<file path="config.mk">
export PLATFORM = sky130hd
export DESIGN_NAME = dram_result_uart_tx
export DESIGN_NICKNAME = d
export VERILOG_FILES = /design/src/rtl/mm_readback_pkg.sv /design/src/rtl/uart_tx_byte.sv /design/src/rtl/dram_result_uart_tx.sv
export SDC_FILE = /design/constraint.sdc
export NUM_CORES = 1
export LEC_CHECK = 0
export BUFFER_PORTS_ARGS = -buffer_cell sky130_fd_sc_hd__clkbuf_2
export CORE_ASPECT_RATIO = 1.1
export CORE_MARGIN = 10
export CORE_UTILIZATION = 55
export CTS_BUF_LIST = sky130_fd_sc_hd__clkbuf_4 sky130_fd_sc_hd__clkbuf_8
export CTS_CLUSTER_DIAMETER = 80
export DETAILED_ROUTE_END_ITERATION = 10
export PLACE_DENSITY = 0.77
export SLEW_MARGIN = 15
export SYNTH_ARGS = -nofsm -noshare
export SYNTH_HDL_FRONTEND = slang
export SYNTH_HIERARCHICAL = 1
export SYNTH_SLANG_ARGS = --single-unit
</file>
<file path="constraint.sdc">
create_clock -name i_clk -period 3.81 [get_ports i_clk]
set_input_delay 0.762 -clock i_clk [delete_from_list [all_inputs] [get_ports i_clk]]
set_output_delay 0.762 -clock i_clk [all_outputs]
set_load 0.05 [all_outputs]
</file>
<file path="src/rtl/mm_readback_pkg.sv">
// Shared types and frame constants for the result-DRAM UART readback engine.
package mm_readback_pkg;

  localparam int ADDR_W_DEF      = 16;
  localparam int DATA_W_DEF      = 8;
  localparam int FRAME_DATA_BITS = 8;
  localparam int FRAME_BITS      = FRAME_DATA_BITS + 2;
  localparam logic START_BIT     = 1'b0;
  localparam logic STOP_BIT      = 1'b1;

  typedef enum logic [2:0] {
    IDLE,
    FETCH,
    WAIT,
    START,
    DATA,
    STOP,
    DONE
  } state_t;

endpackage

</file>
<file path="src/rtl/uart_tx_byte.sv">
// 8N1 serialiser: baud counter plus a start/data/stop frame shifter; the line idles high.
module uart_tx_byte
  import mm_readback_pkg::*;
#(
  parameter int DATA_W       = DATA_W_DEF,
  parameter int CLKS_PER_BIT = 434
) (
  input  logic              i_clk,
  input  logic              i_rst,
  input  logic              i_load,
  input  logic [DATA_W-1:0] i_byte,
  output logic              o_tx,
  output logic              o_frame_done
);

  localparam int FRAME_W = DATA_W + 2;
  localparam int CNT_W   = (CLKS_PER_BIT > 1) ? $clog2(CLKS_PER_BIT) : 1;
  localparam int BIT_W   = $clog2(FRAME_W);
  localparam logic [CNT_W-1:0] BAUD_LAST = CNT_W'(CLKS_PER_BIT - 1);
  localparam logic [BIT_W-1:0] LAST_BIT  = BIT_W'(FRAME_W - 1);

  logic [FRAME_W-1:0] frame;
  logic [CNT_W-1:0]   baud;
  logic [BIT_W-1:0]   bit_idx;
  logic               active;

  // The line is driven straight from the frame register, so reset forces it high at once.
  assign o_tx         = frame[0];
  assign o_frame_done = active && (baud == BAUD_LAST) && (bit_idx == LAST_BIT);

  always_ff @(posedge i_clk or posedge i_rst) begin
    if (i_rst) begin
      frame   <= '1;
      baud    <= '0;
      bit_idx <= '0;
      active  <= 1'b0;
    end else if (i_load) begin
      frame   <= {STOP_BIT, i_byte, START_BIT};
      baud    <= '0;
      bit_idx <= '0;
      active  <= 1'b1;
    end else if (active) begin
      if (baud == BAUD_LAST) begin
        baud  <= '0;
        frame <= {STOP_BIT, frame[FRAME_W-1:1]};
        if (bit_idx == LAST_BIT) begin
          active  <= 1'b0;
          bit_idx <= '0;
        end else begin
          bit_idx <= bit_idx + 1'b1;
        end
      end else begin
        baud <= baud + 1'b1;
      end
    end
  end

endmodule

</file>
<file path="src/rtl/dram_result_uart_tx.sv">
// Reads a run of result bytes from DRAM and sends each one as an 8N1 UART frame.
module dram_result_uart_tx
  import mm_readback_pkg::*;
#(
  parameter int ADDR_W       = ADDR_W_DEF,
  parameter int DATA_W       = DATA_W_DEF,
  parameter int CLKS_PER_BIT = 434
) (
  input  logic              i_clk,
  input  logic              i_rst,
  input  logic              i_start,
  input  logic [ADDR_W-1:0] i_base_addr,
  input  logic [ADDR_W-1:0] i_count,
  output logic              o_dram_read,
  output logic [ADDR_W-1:0] o_dram_addr,
  input  logic [DATA_W-1:0] i_dram_data,
  output logic              o_tx,
  output logic              o_busy,
  output logic              o_done
);

  state_t            state, next_state;
  logic [ADDR_W-1:0] addr, next_addr;
  logic [ADDR_W-1:0] remaining, next_remaining;
  logic              load;
  logic              frame_done;

  uart_tx_byte #(
    .DATA_W      (DATA_W),
    .CLKS_PER_BIT(CLKS_PER_BIT)
  ) u_tx (
    .i_clk       (i_clk),
    .i_rst       (i_rst),
    .i_load      (load),
    .i_byte      (i_dram_data),
    .o_tx        (o_tx),
    .o_frame_done(frame_done)
  );

  // The serialiser walks start/data/stop itself; the FSM parks in START until the frame ends.
  always_comb begin
    next_state     = state;
    next_addr      = addr;
    next_remaining = remaining;
    load           = 1'b0;
    case (state)
      IDLE: begin
        if (i_start) begin
          next_addr      = i_base_addr;
          next_remaining = i_count;
          next_state     = (i_count == '0) ? DONE : FETCH;
        end
      end
      FETCH: next_state = WAIT;
      WAIT: begin
        load       = 1'b1;
        next_state = START;
      end
      START, DATA, STOP: begin
        if (frame_done) begin
          next_remaining = remaining - 1'b1;
          next_addr      = addr + 1'b1;
          next_state     = (next_remaining == '0) ? DONE : FETCH;
        end
      end
      DONE:    next_state = IDLE;
      default: next_state = IDLE;
    endcase
  end

  // Outputs are registered from the next-state decode so they line up with the state they describe.
  always_ff @(posedge i_clk or posedge i_rst) begin
    if (i_rst) begin
      state       <= IDLE;
      addr        <= '0;
      remaining   <= '0;
      o_dram_read <= 1'b0;
      o_dram_addr <= '0;
      o_busy      <= 1'b0;
      o_done      <= 1'b0;
    end else begin
      state       <= next_state;
      addr        <= next_addr;
      remaining   <= next_remaining;
      o_dram_read <= (next_state == FETCH);
      if (next_state == FETCH) o_dram_addr <= next_addr;
      o_busy      <= (next_state != IDLE);
      o_done      <= (next_state == DONE);
    end
  end

endmodule

</file>
==> metrics.md <==
| Metric | Value |
|---|---|
| Syn-to-layout area delta | `12.2%` |
| Reg2reg setup slack | `600 ps` |
| Fin crit share | `84.3%` |
| Avg Cell Area, Syn | `9.52 um^2` |
| Slew Limit Headroom | `41.1%` |
| Fin nets | `548` |
| Antenna fix cells | `0` |
| Ys async rst share | `100%` |
| CTS resizes | `0` |
| First-pass DRT Iterations | `5` |
| Die area | `0.0117 mm^2` |
| Crit. End Element | `flop` |
| Max cap viols | `0` |
| Hold depth | `2` |
| RSZ-0062 raised after global routing | `no` |
| First-pass GRT wire length | `16.9 mm` |
| GR Overflow Total | `0` |
| Crit path max fanout | `17` |
| Die height | `112 um` |
| Gpl congestion | `0.809` |
| Critical path class | `reg -> reg` |
| CTS root buffer | `clkbuf_8` |
| Vias/cell | `6.06` |
| CTS Sinks | `77` |
| Cell Rows | `33` |
| Final instance area | `0.00478 mm^2` |
| Hold path endpoint | `u_tx/frame[0]$_DFFE_PP1P_` |
| GRT Overall Usage | `17.1%` |
| Post-CTS Setup Bufs | `0` |
| Post-Syn Area | `0.00426 mm^2` |
| Slowest CP cell | `dfrtp_1` |
| Die span in x | `104 um` |
| Arrival @ worst endpoint | `3450 ps` |
| Setup TNS | `0 ps` |
| Hold Buf Count CTS | `0` |
| Avg WL per Cell | `16.5 um` |
| Vias in the first global route | `3586` |
| CP Cell Sequence | `inv_1, ha_1, and4b_1, and3_1, and2_1, nand3_1, nor4_1, and3_4, a31oi_4, mux2_4` |
| Initial Util | `56.6%` |
| Setup Skew | `8.33 ps` |
| Worst Path Required | `4050 ps` |
| Dpl hpwl | `7.16 mm` |
| Leakage | `2.09 nW` |
| Seq/Total Area, Yosys | `45.5%` |
| DR DRC count | `0` |
| Util after Layout | `63.6%` |
| F_max | `311 MHz` |
| Yosys reg bits | `77` |
| Synth Flop Type | `dfrtp_1` |
| Final setup fails | `0` |
| Slew at the pin with the worst max-slew slack | `882 ps` |
| Initial DRC Count | `180` |
| Critical path's largest stage delay | `420 ps` |
| Num CTS Buffers | `9` |
| Buffer depth of the longest clock path | `2` |
| R2R depth | `10` |
| Number of enable flip-flop cells after synthesis | `0` |
| Crit path time final | `3210 ps` |
| I/O Pins | `63` |
| Layout cells sized above 1 | `23.7%` |
| Status | `finished, final reports clean` |
| Synthesized net count | `497` |
| Hold Path Origin | `u_tx/frame[0]$_DFFE_PP1P_` |
| # port buffers | `62` |
| Peak supply drop | `0.234 mV` |
| Critical R2R Capture | `o_dram_addr[14]$_DFFE_PP0N_` |
| Hold WS | `478 ps` |
| Pwr Density | `505 mW/mm^2` |
| Syn Inst Count | `447` |
| Vias | `3684` |
| CTS tree | `built` |
| Initial antenna violation count | `0` |
| RR Startpoint | `u_tx/baud[1]$_DFFE_PP0P_` |
| Worst-Skew Late Latency | `350 ps` |
| Final Hold Violating Endpoints | `0` |
| Largest net degree at the start of global routing | `37` |
| Synth cell types | `64` |
| Core ar. | `0.00751 mm^2` |
| Worst Setup Start Kind | `flop` |
| Routed wire length | `10.0 mm` |
| Final slew viol count | `0` |
| YS warnings | `6` |
| CTS clk-pin slew, worst paths | `80 ps` |
| Hold WC Path Type | `reg -> reg` |
| Placed cell areas | `0.00460 mm^2` |
| H-tree Lvls | `3` |
| DRT antenna net count | `0` |
## cell usage after synthesis, drive strengths merged, types with 3 or more instances
library cell / count / area [um^2]
dfrtp: 68 / 1700
nand2: 51 / 191
o21ai: 45 / 225
a21oi: 30 / 150
nor2: 26 / 97.6
clkbuf: 22 / 83.8
mux2: 17 / 225
nand3: 13 / 77.6
a31oi: 12 / 90.1
inv: 11 / 41.3
nor4: 10 / 62.6
and3: 9 / 61.3
dfstp: 9 / 236
nor3: 9 / 45.0
o311ai: 9 / 78.8
mux2i: 8 / 80.1
o211ai: 8 / 60.1
ha: 7 / 87.6
nand4: 7 / 43.8
buf: 6 / 57.6
nand2b: 6 / 37.5
a22oi: 5 / 37.5
xor2: 5 / 43.8
a211oi: 4 / 30.0
or3: 4 / 25.0
a21o: 3 / 22.5
and2: 3 / 18.8
and4: 3 / 26.3
nand3b: 3 / 22.5
nor4b: 3 / 26.3
## cell usage in the layout, fill, tap and decap left out, types with 4 or more instances in the layout
cell type | Yosys | routed
a211oi_1 | 4 | 4
a21oi_1 | 30 | 30
a22oi_1 | 5 | 5
a31oi_1 | 11 | 11
and3_1 | 8 | 8
buf_4 | 1 | 6
clkbuf_2 | 1 | 62
clkbuf_8 | 0 | 10
clkinv_2 | 0 | 4
dfrtp_1 | 68 | 68
dfstp_2 | 9 | 9
ha_1 | 7 | 7
inv_1 | 11 | 10
mux2_2 | 8 | 8
mux2_4 | 9 | 9
mux2i_1 | 8 | 8
nand2_1 | 51 | 51
nand2b_1 | 6 | 6
nand3_1 | 12 | 12
nand4_1 | 7 | 7
nor2_1 | 26 | 26
nor3_1 | 9 | 9
nor4_1 | 10 | 10
o211ai_1 | 8 | 8
o21ai_0 | 44 | 44
o311ai_0 | 9 | 9
or3_1 | 4 | 4
xor2_1 | 5 | 5
## final cells by class
cell class	instances	area [um^2]
well taps	105	131
flip-flops and latches	77	1940
clock buffers	10	138
fillers	640	2740
inverters	11	41.3
repair buffers	68	355
multi-input cells	331	2140
clock inverters	6	36.3
## state kept, by name, indices dropped and copies added (netlist names), 3 cells and up
register,cells
u_tx/frame,9
u_tx/baud,9
addr,16
remaining,16
state,3
o_dram_addr,16
u_tx/bit_idx,4
## how the worst max path moves through the flow
stage                             start                           to  slack (ps)  cells after the start
3_3_place_gp   u_tx/baud[1]$_DFFE_PP0P_  o_dram_addr[10]$_DFFE_PP0N_         770                     10
4_1_cts        u_tx/baud[1]$_DFFE_PP0P_  o_dram_addr[14]$_DFFE_PP0N_         630                     10
2_1_floorplan  u_tx/baud[1]$_DFFE_PP0P_   o_dram_addr[8]$_DFFE_PP0N_        1060                     13
6_report       u_tx/baud[1]$_DFFE_PP0P_  o_dram_addr[14]$_DFFE_PP0N_         600                     10
3_5_place_dp   u_tx/baud[1]$_DFFE_PP0P_  o_dram_addr[14]$_DFFE_PP0N_         670                     10
5_1_grt        u_tx/baud[1]$_DFFE_PP0P_   o_dram_addr[8]$_DFFE_PP0N_         300                     11
## per-layer routing
metal  up-vias  share of wire, %  track usage [%]
met5         -                 0                0
met4         0               1.4             5.76
li1       1750                 -                -
met1      1833                45             21.4
met3        14               4.3             3.83
met2        87                50             28.6
## cells by family after synthesis
kind of cell    count (synthesis)  share of synthesized area, %
mux                            25                          7.17
buf+inv                        39                          4.29
flops                          77                          45.5
fa+ha+maj                       7                          2.06
simple gates                  161                          20.2
compound gates                131                          19.3
xor+xnor                        7                          1.44
## stage by stage
stage / total power [mW] / std cells / setup slack [ps]
after floorplan: 1.68 / 447 / 1060
after global placement: 1.84 / 592 / 772
after detailed placement: 1.87 / 592 / 669
after CTS: 2.42 / 608 / 625
after global routing: 2.57 / 608 / 296
final: 2.41 / 608 / 597
## critical path: cells and delay by family (launching register included)
kind                     cells  cell delay [ps]
AO/OA/AOI/OAI                1              280
adder cells (fa/ha/maj)      1              130
buffers and inverters        1               90
flip-flops                   1              420
multiplexers                 1              390
AND/OR/NAND/NOR              6             1790
## power breakdown
group | switching, mW | total [mW] | internal (mW)
Sequential | 0.125 | 1.10 | 0.976
Clock | 0.305 | 0.557 | 0.252
Combinational | 0.498 | 0.753 | 0.255
(Power assumes the default switching activity.)
